`src/rtl/scoreboard_regfile.sv`:
```
// Register file with a per-register scoreboard bit marking in-flight producers.
// Two registered read ports with write-first bypass and post-edge busy flags.
module scoreboard_regfile #(
    parameter int DATA_W   = 32,
    parameter int ADDR_W   = 5,
    parameter int ZERO_REG = 1
) (
    input  logic              clk,
    input  logic              reset_n,
    input  logic [ADDR_W-1:0] ReadRegister1,
    input  logic [ADDR_W-1:0] ReadRegister2,
    output logic [DATA_W-1:0] ReadData1,
    output logic [DATA_W-1:0] ReadData2,
    output logic              Busy1,
    output logic              Busy2,
    input  logic              Write,
    input  logic [ADDR_W-1:0] WriteRegister,
    input  logic [DATA_W-1:0] WriteData,
    input  logic              Reserve,
    input  logic [ADDR_W-1:0] ReserveRegister,
    output logic [ADDR_W:0]   BusyCount
);
    localparam int DEPTH  = 2**ADDR_W;
    localparam int NUM_RD = 2;

    logic [DEPTH-1:0][DATA_W-1:0]  rf;
    logic [DEPTH-1:0]              sb, sb_nxt;
    logic [ADDR_W:0]               cnt_nxt;
    logic                          wr_en, rsv_en;
    logic [NUM_RD-1:0][ADDR_W-1:0] raddr;
    logic [NUM_RD-1:0][DATA_W-1:0] rdata;
    logic [NUM_RD-1:0]             busy;

    // Index 0 is hardwired when ZERO_REG is set, so its traffic is dropped here.
    assign wr_en  = Write   && !((ZERO_REG != 0) && (WriteRegister   == '0));
    assign rsv_en = Reserve && !((ZERO_REG != 0) && (ReserveRegister == '0));

    // Reserve is applied after the write clear so a same-index pair ends busy.
    always_comb begin
        sb_nxt = sb;
        if (wr_en)  sb_nxt[WriteRegister]   = 1'b0;
        if (rsv_en) sb_nxt[ReserveRegister] = 1'b1;
    end

    always_comb begin
        cnt_nxt = '0;
        for (int i = 0; i < DEPTH; i++)
            cnt_nxt = cnt_nxt + (ADDR_W+1)'(sb_nxt[i]);
    end

    always_ff @(posedge clk or negedge reset_n) begin
        if (!reset_n) begin
            rf        <= '0;
            sb        <= '0;
            BusyCount <= '0;
        end else begin
            if (wr_en) rf[WriteRegister] <= WriteData;
            sb        <= sb_nxt;
            BusyCount <= cnt_nxt;
        end
    end

    assign raddr = {ReadRegister2, ReadRegister1};

    for (genvar g = 0; g < NUM_RD; g++) begin : g_rd
        scoreboard_regfile_rdport #(
            .DATA_W  (DATA_W),
            .ADDR_W  (ADDR_W),
            .ZERO_REG(ZERO_REG)
        ) u_rd (
            .clk    (clk),
            .reset_n(reset_n),
            .raddr  (raddr[g]),
            .rf     (rf),
            .sb_nxt (sb_nxt),
            .wr_en  (wr_en),
            .waddr  (WriteRegister),
            .wdata  (WriteData),
            .rdata  (rdata[g]),
            .busy   (busy[g])
        );
    end

    assign ReadData1 = rdata[0];
    assign ReadData2 = rdata[1];
    assign Busy1     = busy[0];
    assign Busy2     = busy[1];
endmodule

// One registered read port: write-first bypass, busy from the post-edge scoreboard.
module scoreboard_regfile_rdport #(
    parameter int DATA_W   = 32,
    parameter int ADDR_W   = 5,
    parameter int ZERO_REG = 1
) (
    input  logic                              clk,
    input  logic                              reset_n,
    input  logic [ADDR_W-1:0]                 raddr,
    input  logic [2**ADDR_W-1:0][DATA_W-1:0]  rf,
    input  logic [2**ADDR_W-1:0]              sb_nxt,
    input  logic                              wr_en,
    input  logic [ADDR_W-1:0]                 waddr,
    input  logic [DATA_W-1:0]                 wdata,
    output logic [DATA_W-1:0]                 rdata,
    output logic                              busy
);
    logic [DATA_W-1:0] rdata_nxt;
    logic              busy_nxt;
    logic              is_zero;

    assign is_zero = (ZERO_REG != 0) && (raddr == '0);

    always_comb begin
        rdata_nxt = rf[raddr];
        busy_nxt  = sb_nxt[raddr];
        if (wr_en && (waddr == raddr)) rdata_nxt = wdata;
        if (is_zero) begin
            rdata_nxt = '0;
            busy_nxt  = 1'b0;
        end
    end

    always_ff @(posedge clk or negedge reset_n) begin
        if (!reset_n) begin
            rdata <= '0;
            busy  <= 1'b0;
        end else begin
            rdata <= rdata_nxt;
            busy  <= busy_nxt;
        end
    end
endmodule

```
`config.mk`:
```
export PLATFORM = sky130hd
export DESIGN_NAME = scoreboard_regfile
export DESIGN_NICKNAME = d
export VERILOG_FILES = /design/src/rtl/scoreboard_regfile.sv
export SDC_FILE = /design/constraint.sdc
export NUM_CORES = 2
export LEC_CHECK = 0
export CAP_MARGIN = 20
export CORE_AREA = 3 3 341 343
export CTS_BUF_LIST = sky130_fd_sc_hd__clkbuf_4
export DETAILED_ROUTE_END_ITERATION = 8
export DIE_AREA = 0 0 344 346
export PLACE_DENSITY = 0.69
export SETUP_SLACK_MARGIN = 0.1
export SYNTH_ARGS = -nofsm -noshare
export SYNTH_HDL_FRONTEND = slang
export SYNTH_SLANG_ARGS = --single-unit
```
`constraint.sdc`:
```
create_clock -name clk -period 10 [get_ports clk]
set_input_delay 1.5 -clock clk [delete_from_list [all_inputs] [get_ports clk]]
set_output_delay 1.5 -clock clk [all_outputs]
set_load 0.05 [all_outputs]
```
==> metrics.txt <==
status=finished, final reports clean; Placed Area=62000 µm²; final net count=4217; max incr delay on CP=950 ps; initial antenna violation count=13; number of cell rows=124; Core Area=114000 µm²; Clock Skews=68.7 ps; Synth Flop Type=dfrtp_1; Max Cap Viol=0; cell taking the most area after synthesis=dfrtp_1; final worst-path cycle share=0.773; Post-CTS Resized=0; Num Clock Sinks=1128; Pleak=29.1 nW; die area=119000 µm²; Routed WL=179000 µm; FF+latch count, synth=1128; worst vdd ir=0.591 mV; Post-CTS Hold Fix Bufs=0; Post-Syn Area=59900 µm²; largest cells by area after synthesis=dfrtp_1 (47%), mux4_2 (23%), mux2_2 (18%), nand2_1 (1.8%), clkbuf_1 (1.7%); H-Tree Level Count=5; Final ANT Viol Nets=0; vias after detailed routing=38533; Power per Cell Area=218 nW/µm²; Die Span X=344 µm; boundary pin count=128; Post-CTS Setup Bufs=0; FMAX=129 MHz; hold_ws=395 ps; NetSw=0.00452 W; DR iter-0 viols=3696; HPWL Detailed=91500 µm; Setup crit start kind=input pin; number of flops mapped to enable cells by yosys=0; crit path cell chain=clkdlybuf4s50_1, nor4bb_1, nand2_4, a22o_1, fa_1, fa_1, inv_1, fa_1, inv_1, fa_1, fa_1, fa_1, ha_1, fa_1, a21o_1, a21oi_1, xnor2_1; Die H=346 µm; first-pass GRT wire length=266000 µm; Inserted Clock Buffers=316; Mapped Cells=4032; Async SR Flop Fraction=1.00; total grt overflow=0; Top delay family on crit path=adder cells; Final Hold Violating Endpoints=0; WL/cell=30.6 µm; Yosys top cell area share=0.471; fin crit period=7730 ps; Crit path arrival time=8760 ps; Sw Share=0.313; syn nets=4119; Comb power frac=0.298; internal power=0.00991 W; fraction of layout instances using a drive strength above 1=0.498; Worst Max-Slew Pin Slew=1130 ps; GR Util All Layers=0.306; fin area=66100 µm²; Buf/Inv on CP=3; Max Buffers Root-to-Sink=4; routability cong.=0.878; CTS tree=done; vias per std cell=6.60; # DRC=0; synthesis-to-finish area growth=10.3%; IO Port Bufs=127; post-synthesis sequential area ratio=0.471; Synthesis Warnings=0; Final setup viols=0; initial core utilization=0.526; sequential power share=0.422; worst-path fanout max=33; Data required, critical path=11030 ps; Fin Setup TNS=0 ps; Clock Latency Late Sink=1170 ps; Slowest-stage cell, CP=nor4bb_1; clock power share=0.280; CP endpoint kind=flop; crit path kind=in -> reg; Slew Viols, Final=0; First-pass DRT Iterations=5; root buf cell=clkbuf_4; pin count of the biggest net entering global routing=146; HP Class=reg -> reg; syn_area_per_cell=14.9 µm²; Worst slew margin=0.244; number of global-route vias before repair=40154; Clock transition at path regs=60 ps; most used cell, CP=fa_1; Distinct cells, synth=57; RSZ-0062 raised after global routing=no
metal layers:
metal / vias up / routed length [µm] / track usage
li1: 15609 / - / -
met1: 20757 / 73900 / 0.436
met2: 1804 / 81400 / 0.455
met3: 355 / 17400 / 0.0856
met4: 8 / 5790 / 0.108
met5: - / 55 / 0
final timing paths:
path / to / slack, ps / depth (start not counted) / startpoint
setup / recovery: BusyCount[4] / 2270 / 17 / WriteRegister[0]
hold / removal: rf[17] / 400 / 0 / rf[17]
setup reg to reg: BusyCount[4] / 4730 / 16 / sb[15]
hold reg to reg: rf[17] / 400 / 0 / rf[17]
max in group asynchronous: rf[70] / 7280 / 3 / reset_n
min in group asynchronous: rf[62] / 420 / 1 / reset_n
kinds of logic after synthesis:
| logic type | synth area share |
|---|---|
| compound gates | 0.0232 |
| mux | 0.417 |
| buf+inv | 0.0385 |
| simple gates | 0.0389 |
| fa+ha+maj | 0.00948 |
| xor+xnor | 0.00190 |
| flops | 0.471 |
cell usage in the layout (no fill, tap or decap), types with 25 or more instances in the layout:
cell and instances:
nand2_1 280, clkbuf_4 451, a211oi_1 69, dfrtp_1 1128, o21ai_1 25, buf_4 77, mux2_2 934, o21ai_0 28
mux2i_1 98, inv_1 40, nor3_1 31, clkdlybuf4s50_1 116, nor2_1 104, clkinv_1 46, a21oi_1 33, mux4_2 600
sequential cells by signal, indices dropped and copies added (netlist names):
name	flops
g_rd.u_rd.busy	2
g_rd.u_rd.rdata	64
BusyCount	6
sb	32
rf	1024
cell type report:
type	instances	area, µm²
antenna	6	15.0
multi-input combinational	2417	29700
clock inverter	60	307
inverter	42	168
sequential	1128	28200
tap	1512	1890
fill	9094	47700
timing repair buffer	225	2440
clock buffer	451	3390
power by group through the flow:
stage	sequential, W	clock, W	combinational, W
CTS	0.00608	0.00414	0.00430
global route	0.00620	0.00441	0.00472
detailed placement	0.00616	0	0.00429
finish	0.00609	0.00404	0.00429
floorplan	0.00622	0	0.00308
global placement	0.00611	0	0.00417
through the flow:
step / utilization / worst slack (ps) / total power, W / cells
finish: 0.581 / 2270 / 0.0144 / 5841
global route: 0.581 / 2060 / 0.0153 / 5838
CTS: 0.577 / 2450 / 0.0145 / 5818
detailed placement: 0.545 / 1210 / 0.0104 / 5307
global placement: 0.544 / 1250 / 0.0103 / 5304
floorplan: - / 3150 / 0.00929 / 4032
cell usage after synthesis, types with 25 or more instances:
library cell and number:
a211oi_1 69, a21oi_1 33, buf_1 47, buf_2 58
buf_6 44, clkbuf_1 276, dfrtp_1 1128, inv_1 42
mux2_2 934, mux2i_1 98, mux4_2 600, nand2_1 291
nor2_1 121, nor3_1 31, o21ai_0 28, o21ai_1 25
Power figures use the tool's default switching activity.
